**config.mk**
```make
export PLATFORM = sky130hd
export DESIGN_NAME = log_result_stage
export DESIGN_NICKNAME = d
export VERILOG_FILES = /design/src/rtl/log_pkg.sv /design/src/rtl/log_skid_buf.sv /design/src/rtl/log_result_stage.sv
export SDC_FILE = /design/constraint.sdc
export NUM_CORES = 1
export LEC_CHECK = 0
export CAP_MARGIN = 20
export CELL_PAD_IN_SITES_DETAIL_PLACEMENT = 0
export CELL_PAD_IN_SITES_GLOBAL_PLACEMENT = 1
export CORE_MARGIN = 4
export CORE_UTILIZATION = 37
export DETAILED_ROUTE_END_ITERATION = 8
export GPL_TIMING_DRIVEN = 1
export PLACE_DENSITY_LB_ADDON = 0.1
export SLEW_MARGIN = 15
export SYNTH_ARGS = -nofsm -noshare
export SYNTH_HDL_FRONTEND = slang
export SYNTH_HIERARCHICAL = 1
export SYNTH_SLANG_ARGS = --single-unit
```
**constraint.sdc**
```tcl
create_clock -name clk -period 1.7 [get_ports clk]
set_input_delay 0.34 -clock clk [delete_from_list [all_inputs] [get_ports clk]]
set_output_delay 0.34 -clock clk [all_outputs]
set_load 0.005 [all_outputs]
```
**src/rtl/log_pkg.sv**
```systemverilog
`default_nettype none
// ============================================================================
// Module      : log_pkg
// Description : Shared opcodes, flag and entry types for the logic-unit result
//               path. LOG_RESULT_STAGE_PARITY_EN adds a parity flag.
// Revision    : 1.0 - initial release
// ============================================================================
package log_pkg;

  localparam int LOG_DATA_W = 16;
  localparam int LOG_SEL_W  = 4;

  typedef enum logic [LOG_SEL_W-1:0] {
    LOG_NOT_A      = 4'b0000,
    LOG_NOR        = 4'b0001,
    LOG_NOTA_AND_B = 4'b0010,
    LOG_ZERO       = 4'b0011,
    LOG_NAND       = 4'b0100,
    LOG_NOT_B      = 4'b0101,
    LOG_XOR        = 4'b0110,
    LOG_A_AND_NOTB = 4'b0111,
    LOG_NOTA_OR_B  = 4'b1000,
    LOG_XNOR       = 4'b1001,
    LOG_PASS_B     = 4'b1010,
    LOG_AND        = 4'b1011,
    LOG_ONE        = 4'b1100,
    LOG_A_OR_NOTB  = 4'b1101,
    LOG_OR         = 4'b1110,
    LOG_PASS_A     = 4'b1111
  } log_op_e;

  typedef struct packed {
    logic zero;
    logic neg;
    logic cmp;
`ifdef LOG_RESULT_STAGE_PARITY_EN
    logic par;
`endif
  } log_flags_t;

  typedef struct packed {
    logic [LOG_DATA_W-1:0] res;
    logic [LOG_SEL_W-1:0]  sel;
    log_flags_t            flags;
  } log_entry_t;

  // Opcodes whose result is a constant regardless of the operands.
  function automatic logic is_const_op(input logic [LOG_SEL_W-1:0] sel);
    return (sel == LOG_ZERO) || (sel == LOG_ONE);
  endfunction

endpackage
`default_nettype wire

```
**src/rtl/log_skid_buf.sv**
```systemverilog
`default_nettype none
// ============================================================================
// Module      : log_skid_buf
// Description : Two-entry skid buffer over log_entry_t; registered in_ready,
//               full throughput, strict FIFO order.
// Revision    : 1.0 - initial release
// ============================================================================
module log_skid_buf
  import log_pkg::*;
(
  input  logic       clk,
  input  logic       rst,
  input  logic       in_valid,
  output logic       in_ready,
  input  log_entry_t in_data,
  output logic       out_valid,
  input  logic       out_ready,
  output log_entry_t out_data
);

  log_entry_t r_main;
  log_entry_t r_skid;
  logic       r_main_v;
  logic       r_skid_v;

  logic w_in_xfer;
  logic w_main_free;

  assign w_in_xfer   = in_valid && !r_skid_v;
  // Main may take new data when it is empty or being consumed this cycle.
  assign w_main_free = !r_main_v || out_ready;

  always_ff @(posedge clk) begin
    if (rst) begin
      r_main   <= '0;
      r_skid   <= '0;
      r_main_v <= 1'b0;
      r_skid_v <= 1'b0;
    end else if (w_main_free) begin
      if (r_skid_v) begin
        r_main   <= r_skid;
        r_main_v <= 1'b1;
        r_skid_v <= 1'b0;
      end else if (w_in_xfer) begin
        r_main   <= in_data;
        r_main_v <= 1'b1;
      end else begin
        r_main_v <= 1'b0;
      end
    end else if (w_in_xfer) begin
      r_skid   <= in_data;
      r_skid_v <= 1'b1;
    end
  end

  assign in_ready  = !r_skid_v;
  assign out_valid = r_main_v;
  assign out_data  = r_main;

endmodule
`default_nettype wire

```
**src/rtl/log_result_stage.sv**
```systemverilog
`default_nettype none
// ============================================================================
// Module      : log_result_stage
// Description : Registered result/flag stage behind the 16-bit logic unit with
//               valid/ready handshake and saturating accepted-result counter.
//               Define LOG_RESULT_STAGE_PARITY_EN to add the out_par output.
// Revision    : 1.0 - initial release
// ============================================================================
module log_result_stage
  import log_pkg::*;
#(
  parameter int DATA_W = LOG_DATA_W,
  parameter int SEL_W  = LOG_SEL_W,
  parameter int CNT_W  = 8
) (
  input  logic              clk,
  input  logic              rst,
  input  logic              in_valid,
  output logic              in_ready,
  input  logic [DATA_W-1:0] in_res,
  input  logic [SEL_W-1:0]  in_sel,
  output logic              out_valid,
  input  logic              out_ready,
  output logic [DATA_W-1:0] out_res,
  output logic [SEL_W-1:0]  out_sel,
  output logic              out_zero,
  output logic              out_neg,
  output logic              out_cmp,
`ifdef LOG_RESULT_STAGE_PARITY_EN
  output logic              out_par,
`endif
  output logic [CNT_W-1:0]  acc_cnt
);

  localparam logic [CNT_W-1:0] c_cnt_max = '1;

  log_entry_t       w_entry_in;
  log_entry_t       w_entry_out;
  logic             w_in_ready;
  logic [CNT_W-1:0] r_acc_cnt;

  // Flags are fixed at capture time and travel with the entry.
  always_comb begin
    w_entry_in            = '0;
    w_entry_in.res        = in_res;
    w_entry_in.sel        = in_sel;
    w_entry_in.flags.zero = (in_res == '0);
    w_entry_in.flags.neg  = in_res[DATA_W-1];
    w_entry_in.flags.cmp  = is_const_op(in_sel);
`ifdef LOG_RESULT_STAGE_PARITY_EN
    w_entry_in.flags.par  = ^in_res;
`endif
  end

  log_skid_buf u_skid (
    .clk       (clk),
    .rst       (rst),
    .in_valid  (in_valid),
    .in_ready  (w_in_ready),
    .in_data   (w_entry_in),
    .out_valid (out_valid),
    .out_ready (out_ready),
    .out_data  (w_entry_out)
  );

  always_ff @(posedge clk) begin
    if (rst) begin
      r_acc_cnt <= '0;
    end else if (in_valid && w_in_ready && (r_acc_cnt != c_cnt_max)) begin
      r_acc_cnt <= r_acc_cnt + CNT_W'(1);
    end
  end

  assign in_ready = w_in_ready;
  assign out_res  = w_entry_out.res;
  assign out_sel  = w_entry_out.sel;
  assign out_zero = w_entry_out.flags.zero;
  assign out_neg  = w_entry_out.flags.neg;
  assign out_cmp  = w_entry_out.flags.cmp;
`ifdef LOG_RESULT_STAGE_PARITY_EN
  assign out_par  = w_entry_out.flags.par;
`endif
  assign acc_cnt  = r_acc_cnt;

endmodule
`default_nettype wire

```
Word-level counts from Yosys, hierarchy flattened
Index checks and enable logic that the tools add are counted.
{ "classes": {"reduce_logical": 11, "bitwise_logic": 1, "add_sub_neg": 1, "n_mux": 4, "n_eq_ne": 3} }
{ "op_table": {"columns": ["operator", "n"], "rows": [
  ["$mux W23", 2],
  ["$logic_not A16 Y1", 1],
  ["$add A8 B1 Y8 const B", 1],
  ["$ne A8 B8 Y1 const B", 1],
  ["$eq A4 B2 Y1 const B", 1],
  ["$eq A4 B4 Y1 const B", 1],
  ["$reduce_and A2 Y1", 2],
  ["$logic_and A1 B1 Y1", 2],
  ["$logic_not A1 Y1", 2],
  ["$logic_or A1 B1 Y1", 2],
  ["$mux W1", 2],
  ["$reduce_bool A2 Y1", 1],
  ["$reduce_or A2 Y1", 1],
  ["$not A1 Y1", 1]
]} }
{ "word_totals": {"output_inout_bits": 33, "inputBits": 24, "elab_cells": 33, "ff_bits": 56} }

Depth between registers and ports, before layout
Gate-level depths: netlist (run 1).
{ "logic_depth": {"depth_word": 4, "ltp_mapped": 7, "mapped_depth_nobuf": 5} }

Cells and area by module
The synthesis (run 1) kept the hierarchy.
{ "by_module_without_submodules": {"columns": ["mod", "seq_area_each_um2", "instances", "cells_each", "area_per_inst_um2"], "rows": [
  ["log_skid_buf", 960.9, 1, 216, 2042.0],
  ["log_result_stage", 160.2, 1, 58, 483.0]
]} }

Worst setup path after synthesis (run 1)
No wires, ideal clock.
{ "synth_path": {"path_type": "register -> register", "startpoint": "register u_skid.r_skid_v", "endpoint": "register r_acc_cnt[5] (netlist: acc_cnt[5])", "t_required_ps": 1579, "synth_period_minus_slack_ps": 1609, "path_stages_with_launch": 7, "setup_ps": 121, "setup_slack_ps": 91, "n_path_buf": 2, "arrival_ps": 1489, "cell_sequence": "dfxtp_1 > buf_6 > buf_2 > inv_1 > nand4_1 > a211oi_1 > mux2_2"} }
{ "synth_between": {"elab_chain_len": 3} }
{ "synth_lines": {"columns": ["element", "line_no", "text"], "rows": [
  ["start, declared", "log_skid_buf.sv:24", "logic r_skid_v;"],
  ["start signal, assigned", "log_skid_buf.sv:38", "r_skid_v <= 1'b0;"],
  ["start signal, assigned", "log_skid_buf.sv:43", "r_skid_v <= 1'b0;"],
  ["start signal, assigned", "log_skid_buf.sv:52", "r_skid_v <= 1'b1;"],
  ["$logic_not A1 Y1", "log_skid_buf.sv:56", "assign in_ready = !r_skid_v;"],
  ["named net in_ready", "log_result_stage.sv:19", "output logic in_ready,"],
  ["$logic_and A1 B1 Y1 (2 in series)", "log_result_stage.sv:69", "end else if (in_valid && w_in_ready && (r_acc_cnt != c_cnt_max)) begin"],
  ["end signal, assigned", "log_result_stage.sv:70", "r_acc_cnt <= r_acc_cnt + CNT_W'(1);"],
  ["end, declared", "log_result_stage.sv:40", "logic [CNT_W-1:0] r_acc_cnt;"]
]} }
The timed path passes the listed nets, and every way through them passes these cells.
A chain may end at the register's enable or synchronous reset.

Final worst setup path (run 1)
{ "layout_path": {"startpoint": "register u_skid.r_skid_v", "endpoint": "output port in_ready"} }
{ "layout_between": {"elab_chain_len": 1} }
{ "layout_lines": {"columns": ["element", "line_no"], "rows": [
  ["$logic_not A1 Y1", "log_skid_buf.sv:56"],
  ["end, declared", "log_result_stage.sv:19"]
]} }
Every way passes these cells.

==> impl_metrics.yaml, run 1 <==
sta:
  setup-tns-final_ns: 0
  final.setup.worst_slack_ns: 0.0752
  finalClockSkew_ns: 0.00425
  tightest_slew_ns: 0.433
  finalCriticalPeriod_ns: 1.62
  slew_headroom_pct: 71.2
  final-max-slew-violation-count: 0
  finalHoldViolCount: 0
  final-setup-viol-count: 0
  rsz0062_at_grt: "no"
  fmax_mhz: 615
  fin_crit_sh_pct: 95.6
pwr:
  peakVddDrop_v: 0.000448
  swShare_pct: 25.8
  seq_power_share_pct: 53.6
  leakagePower_nw: 1.13
  p_per_area_nw_per_um2: 790
  switching_power_mw: 0.681
  report.power.total_mw: 2.64
  power_frac_clock_pct: 29.0
  intPower_mw: 1.96
  combPwrFrac_pct: 17.4
synth:
  yosysWarningCount: 6
  synth_ff_type: "dfxtp_1"
  synth_area_leaders: "dfxtp_1, a211oi_2, mux2i_1"
  yosysTopAreaCell: "dfxtp_1"
  synth_top_area_share_pct: 44.4
  syn_area_um2: 2520
  synthArstFlopShare_pct: 0
  synth_edf_count: 0
  ys_ff_latch: 56
  synth_cell_type_count: 34
  syn_nets: 299
  synth-seq-area-share_pct: 44.4
  syn_area_per_cell_um2: 9.22
  syn_inst: 274
global_routing:
  grt_usage_pct: 15.7
  grt_pass1_wl_um: 10500
  grt-ovfl-total: 0
  grt_max_degree: 32
  grt_antenna_before_repair: 0
  grt_pass1_vias: 2083
floorplanning:
  die_h_um: 90.6
  ios: 57
  rows: 29
  core_area_um2: 6490
  fp.dieW_um: 90.6
  start_util_pct: 38.9
  dieArea_um2: 8210
clock_tree:
  clk_latency_ns: 0.31
  post-cts-setup-buffers: 0
  hold_buffers: 0
  clock_sink_count: 56
  cts_resized: 0
  htree_levels: 2
  root_buffer: "clkbuf_8"
  cts_tree: "yes"
  clockBufferDepth: 2
  clkSlewWorstSetupHoldPaths_ns: 0.09
  cts_made_buffers: 5
setup_path:
  crit_fanout: 6
  endpoint_kind: "output port"
  path_cells: "inv_2 -> clkdlybuf4s50_1"
  regToRegSetupSlack_ns: 0.29
  cp-start-kind: "register"
  critical-path-max-stage-delay_ns: 0.45
  reg2reg_depth: 5
  crit_arrival_ns: 1.28
  timing.critical_path.buf_inv: 2
  reg2reg_to: "u_skid/r_skid[2]$_SDFFE_PP0P_"
  slowest_stage: "clkdlybuf4s50_1"
  critPathRequiredTime_ns: 1.36
  path_class: "register to output port"
  r2r_start: "u_skid/r_skid_v$_SDFFE_PP0P_"
  cp_top_family: "buffers and inverters"
detailed_routing:
  postRouteWirelength_um: 6500
  vias_per_cell: 5.33
  firstDrtPassIters: 4
  vias: 2205
  drtIter0Drc: 87
  drc: 0
  postRouteAntennaNets: 0
  wire_per_inst_um: 15.7
status:
  status: "completed"
job:
  maxCapViolCount: 0
cells_and_area:
  layout_common_cells: "dfxtp_1, clkdlybuf4s50_1, nand2_1, a21oi_1, mux2i_1"
  n_antenna_cell: 0
  drive_gt1_share_pct: 17.2
  fin_nets: 361
  synthToLayoutAreaGrowth_pct: 32.3
min_path:
  hp-start: "rst"
  worstHoldEndpoint: "acc_cnt[4]$_SDFFE_PP0P_"
  min_path_cells: 2
  hp-class: "input port to register"
placement:
  gp_congestion: 0.755
  portBuffers: 56
  hpwl_um: 4350
  place_ws_ns: -0.180
[how the worst max path moves through the flow]
stage,startpoint,end,cells past startpoint,slack [ns]
floorplan,u_skid/r_skid_v$_SDFFE_PP0P_,acc_cnt[5]$_SDFFE_PP0P_,6,0.09
global placement,in_res[8],u_skid/out_data[2]$_SDFFE_PP0P_,5,-0.18
detailed placement,in_res[8],u_skid/out_data[2]$_SDFFE_PP0P_,5,-0.18
CTS,u_skid/r_skid_v$_SDFFE_PP0P_,in_ready,2,0.01
global route,u_skid/r_skid_v$_SDFFE_PP0P_,in_ready,2,0.02
finish,u_skid/r_skid_v$_SDFFE_PP0P_,in_ready,2,0.08
[state kept, by name, summed over array words and instances (netlist names)]
name,count
u_skid/r_skid,23
u_skid/r_skid_v,1
acc_cnt,8
u_skid/out_valid,1
u_skid/out_data,23
[stage by stage]
| stage | hold WS, ns | utilization [%] | cell area (µm²) | std cells |
|---|---|---|---|---|
| after global routing | 0.370 | 51.4 | 3340 | 414 |
| after global placement | 0.441 | 50.0 | 3250 | 406 |
| after detailed placement | 0.447 | 50.0 | 3250 | 406 |
| after CTS | 0.350 | 51.4 | 3340 | 414 |
| final | 0.361 | 51.4 | 3340 | 414 |
| after floorplan | 0.436 | - | 2520 | 274 |
[synth_stat cells (2+ instances only)]
master and instances:
dfxtp_1 56, nand2_1 50, a21oi_1 47, mux2i_1 24, a211oi_2 20, clkbuf_1 15
a211oi_1 6, nor2_1 6, nor4_1 6, a31oi_1 4, buf_2 4, buf_6 4
nand2b_1 4, inv_1 3, nor2b_1 3, and3_1 2, mux2_2 2, o21bai_1 2
[logic make-up after synthesis]
| family | count (synthesis) | synth area share, % |
|---|---|---|
| simple gates | 83 | 15.8 |
| compound gates | 82 | 23.6 |
| flops | 56 | 44.4 |
| buf+inv | 26 | 5.25 |
| mux | 26 | 10.4 |
| fa+ha+maj | 1 | 0.495 |
[layout make-up]
| cell class | instances | area (µm²) |
|---|---|---|
| fillers | 630 | 3150 |
| multi-input cells | 192 | 1270 |
| flip-flops and latches | 56 | 1120 |
| repair buffers | 78 | 746 |
| well taps | 77 | 96.3 |
| clock buffers | 7 | 86.3 |
| inverters | 3 | 11.3 |
| clock inverters | 1 | 7.51 |
[power groups by stage]
stage / clock network [mW] / registers, mW / logic [mW]
2_1_floorplan: 0 / 1.44 / 0.218
3_3_place_gp: 0 / 1.44 / 0.458
3_5_place_dp: 0 / 1.45 / 0.462
4_1_cts: 0.793 / 1.42 / 0.464
5_1_grt: 0.849 / 1.43 / 0.499
6_report: 0.764 / 1.42 / 0.459
[per-layer routing]
layer  vias up  wire length (µm)  GRT usage (%)  part of all wire (%)
li1       1092                 -              -                     -
met1      1064              3170           21.0                    49
met2        45              3080           26.0                    47
met4         0                45           4.21                  0.69
met3         4               210           2.83                   3.2
met5         -                 0              0                     0
Power figures use the tool's default switching activity.
==> inputs of run 2 (changes only) <==
Settings changed: CORE_ASPECT_RATIO set to 0.75, TNS_END_PERCENT set to 20.
==> impl_metrics.yaml, run 2 (synthesized netlist as in run 1, its figures left out) <==
setup_path:
  reg2reg_depth: 4
  endpoint_kind: "output port"
  path_class: "register to output port"
  crit_arrival_ns: 1.28
  crit_fanout: 7
  r2r_start: "u_skid/r_skid_v$_SDFFE_PP0P_"
  cp_top_family: "buffers and inverters"
  crit_path_start: "acc_cnt[5]$_SDFFE_PP0P_"
  critPathRequiredTime_ns: 1.36
  regToRegSetupSlack_ns: 0.30
  slowest_stage: "clkdlybuf4s50_1"
  reg2reg_to: "u_skid/out_data[13]$_SDFFE_PP0P_"
  timing.critical_path.buf_inv: 1
  path_cells: "clkdlybuf4s50_1"
  crit_end: "acc_cnt[5]"
  critical_path_depth: 1
  critical-path-max-stage-delay_ns: 0.54
  cp-start-kind: "register"
sta:
  final-max-slew-violation-count: 0
  fmax_mhz: 616
  fin_crit_sh_pct: 95.5
  tightest_slew_ns: 0.514
  setup-tns-final_ns: 0
  finalClockSkew_ns: 0.00503
  finalCriticalPeriod_ns: 1.62
  final-setup-viol-count: 0
  fin_hold_ws_ns: 0.460
  slew_headroom_pct: 65.7
  rsz0062_at_grt: "no"
  finalHoldViolCount: 0
clock_tree:
  clockBufferDepth: 2
  cts_tree: "yes"
  clkSlewWorstSetupHoldPaths_ns: 0.10
  clock_sink_count: 56
  post-cts-setup-buffers: 0
  hold_buffers: 0
  cts_made_buffers: 5
  clk_latency_ns: 0.31
  root_buffer: "clkbuf_8"
  htree_levels: 2
detailed_routing:
  vias: 2191
  postRouteAntennaNets: 0
  postRouteWirelength_um: 6340
  drc: 0
  vias_per_cell: 5.17
  wire_per_inst_um: 14.9
  firstDrtPassIters: 4
  drtIter0Drc: 82
floorplanning:
  die_h_um: 79.5
  rows: 25
  core_area_um2: 6470
  ios: 57
  start_util_pct: 39.0
  fp.dieW_um: 103
  dieArea_um2: 8220
placement:
  gp_congestion: 0.732
  hpwl_um: 4360
  portBuffers: 56
pwr:
  leakagePower_nw: 1.16
  p_per_area_nw_per_um2: 787
  peakVddDrop_v: 0.000321
cells_and_area:
  n_antenna_cell: 0
  synthToLayoutAreaGrowth_pct: 34.4
  layout_common_cells: "dfxtp_1, clkdlybuf4s50_1, nand2_1, a21oi_1, buf_4"
  fin_nets: 368
  drive_gt1_share_pct: 19.0
global_routing:
  grt_usage_pct: 16.4
  grt_antenna_before_repair: 0
  grt_max_degree: 26
  grt_pass1_vias: 2095
  grt-ovfl-total: 0
  grt_pass1_wl_um: 10600
job:
  maxCapViolCount: 0
min_path:
  hp-class: "register to register"
status:
  status: "completed"
==> run 2: cell types whose count changed in the layout (fill, tap and decap cells not counted) <==
| cell | change |
|---|---|
| buf_12 | -1 |
| buf_4 | +8 |
| clkbuf_1 | -1 |
| clkbuf_8 | +1 |
| clkinvlp_4 | -1 |
| inv_1 | +1 |
| inv_2 | -1 |
| nor4_1 | -1 |
| nor4_2 | +1 |
==> run 2: metal layers <==
metal,routed length (µm),GRT usage [%]
met2,2750,24.2
met4,69,4.66
met1,3200,23.7
met3,322,3.76
met5,0,0
==> run 2: repair_timing <==
| action | CTS | global route |
|---|---|---|
| endpoints found under the setup margin | 0 | 2 |
| resized for setup | 0 | 2 |
| endpoints found under the hold margin | 0 | 0 |
==> run 2: stage by stage <==
step / total power, mW / util, % / worst slack [ns] / instance area, µm² / std cells
2_1_floorplan: 1.66 / - / 0.0907 / 2520 / 274
3_3_place_gp: 1.91 / 50.8 / -0.211 / 3290 / 417
3_5_place_dp: 1.92 / 50.8 / -0.259 / 3290 / 417
4_1_cts: 2.70 / 52.3 / 0.0467 / 3390 / 424
5_1_grt: 2.80 / 52.4 / 0.0150 / 3390 / 424
6_report: 2.67 / 52.4 / 0.0760 / 3390 / 424
==> run 2: worst min-delay path by stage <==
stage          slack, ns                           start  cells past startpoint                              to
2_1_floorplan       0.44   u_skid/r_skid[0]$_SDFFE_PP0P_                      2   u_skid/r_skid[0]$_SDFFE_PP0P_
3_3_place_gp        0.44  u_skid/r_skid[14]$_SDFFE_PP0P_                      2  u_skid/r_skid[14]$_SDFFE_PP0P_
3_5_place_dp        0.45  u_skid/r_skid[17]$_SDFFE_PP0P_                      2  u_skid/r_skid[17]$_SDFFE_PP0P_
4_1_cts             0.46  u_skid/r_skid[17]$_SDFFE_PP0P_                      2  u_skid/r_skid[17]$_SDFFE_PP0P_
5_1_grt             0.48   u_skid/r_skid[8]$_SDFFE_PP0P_                      2   u_skid/r_skid[8]$_SDFFE_PP0P_
6_report            0.46  u_skid/r_skid[17]$_SDFFE_PP0P_                      2  u_skid/r_skid[17]$_SDFFE_PP0P_
==> run 2: report_power, final <==
group / switching (mW) / internal, mW / total [mW]
Clock: 0.427 / 0.364 / 0.791
Combinational: 0.211 / 0.257 / 0.468
Sequential: 0.0374 / 1.38 / 1.41
Total: 0.675 / 2.00 / 2.67
==> run 2: final cells by class <==
| class | instances | area [µm²] |
|---|---|---|
| sequential | 56 | 1120 |
| timing repair buffer | 85 | 786 |
| fill | 639 | 3080 |
| inverter | 3 | 11.3 |
| clock buffer | 7 | 96.3 |
| multi-input combinational | 192 | 1280 |
| tap | 81 | 101 |
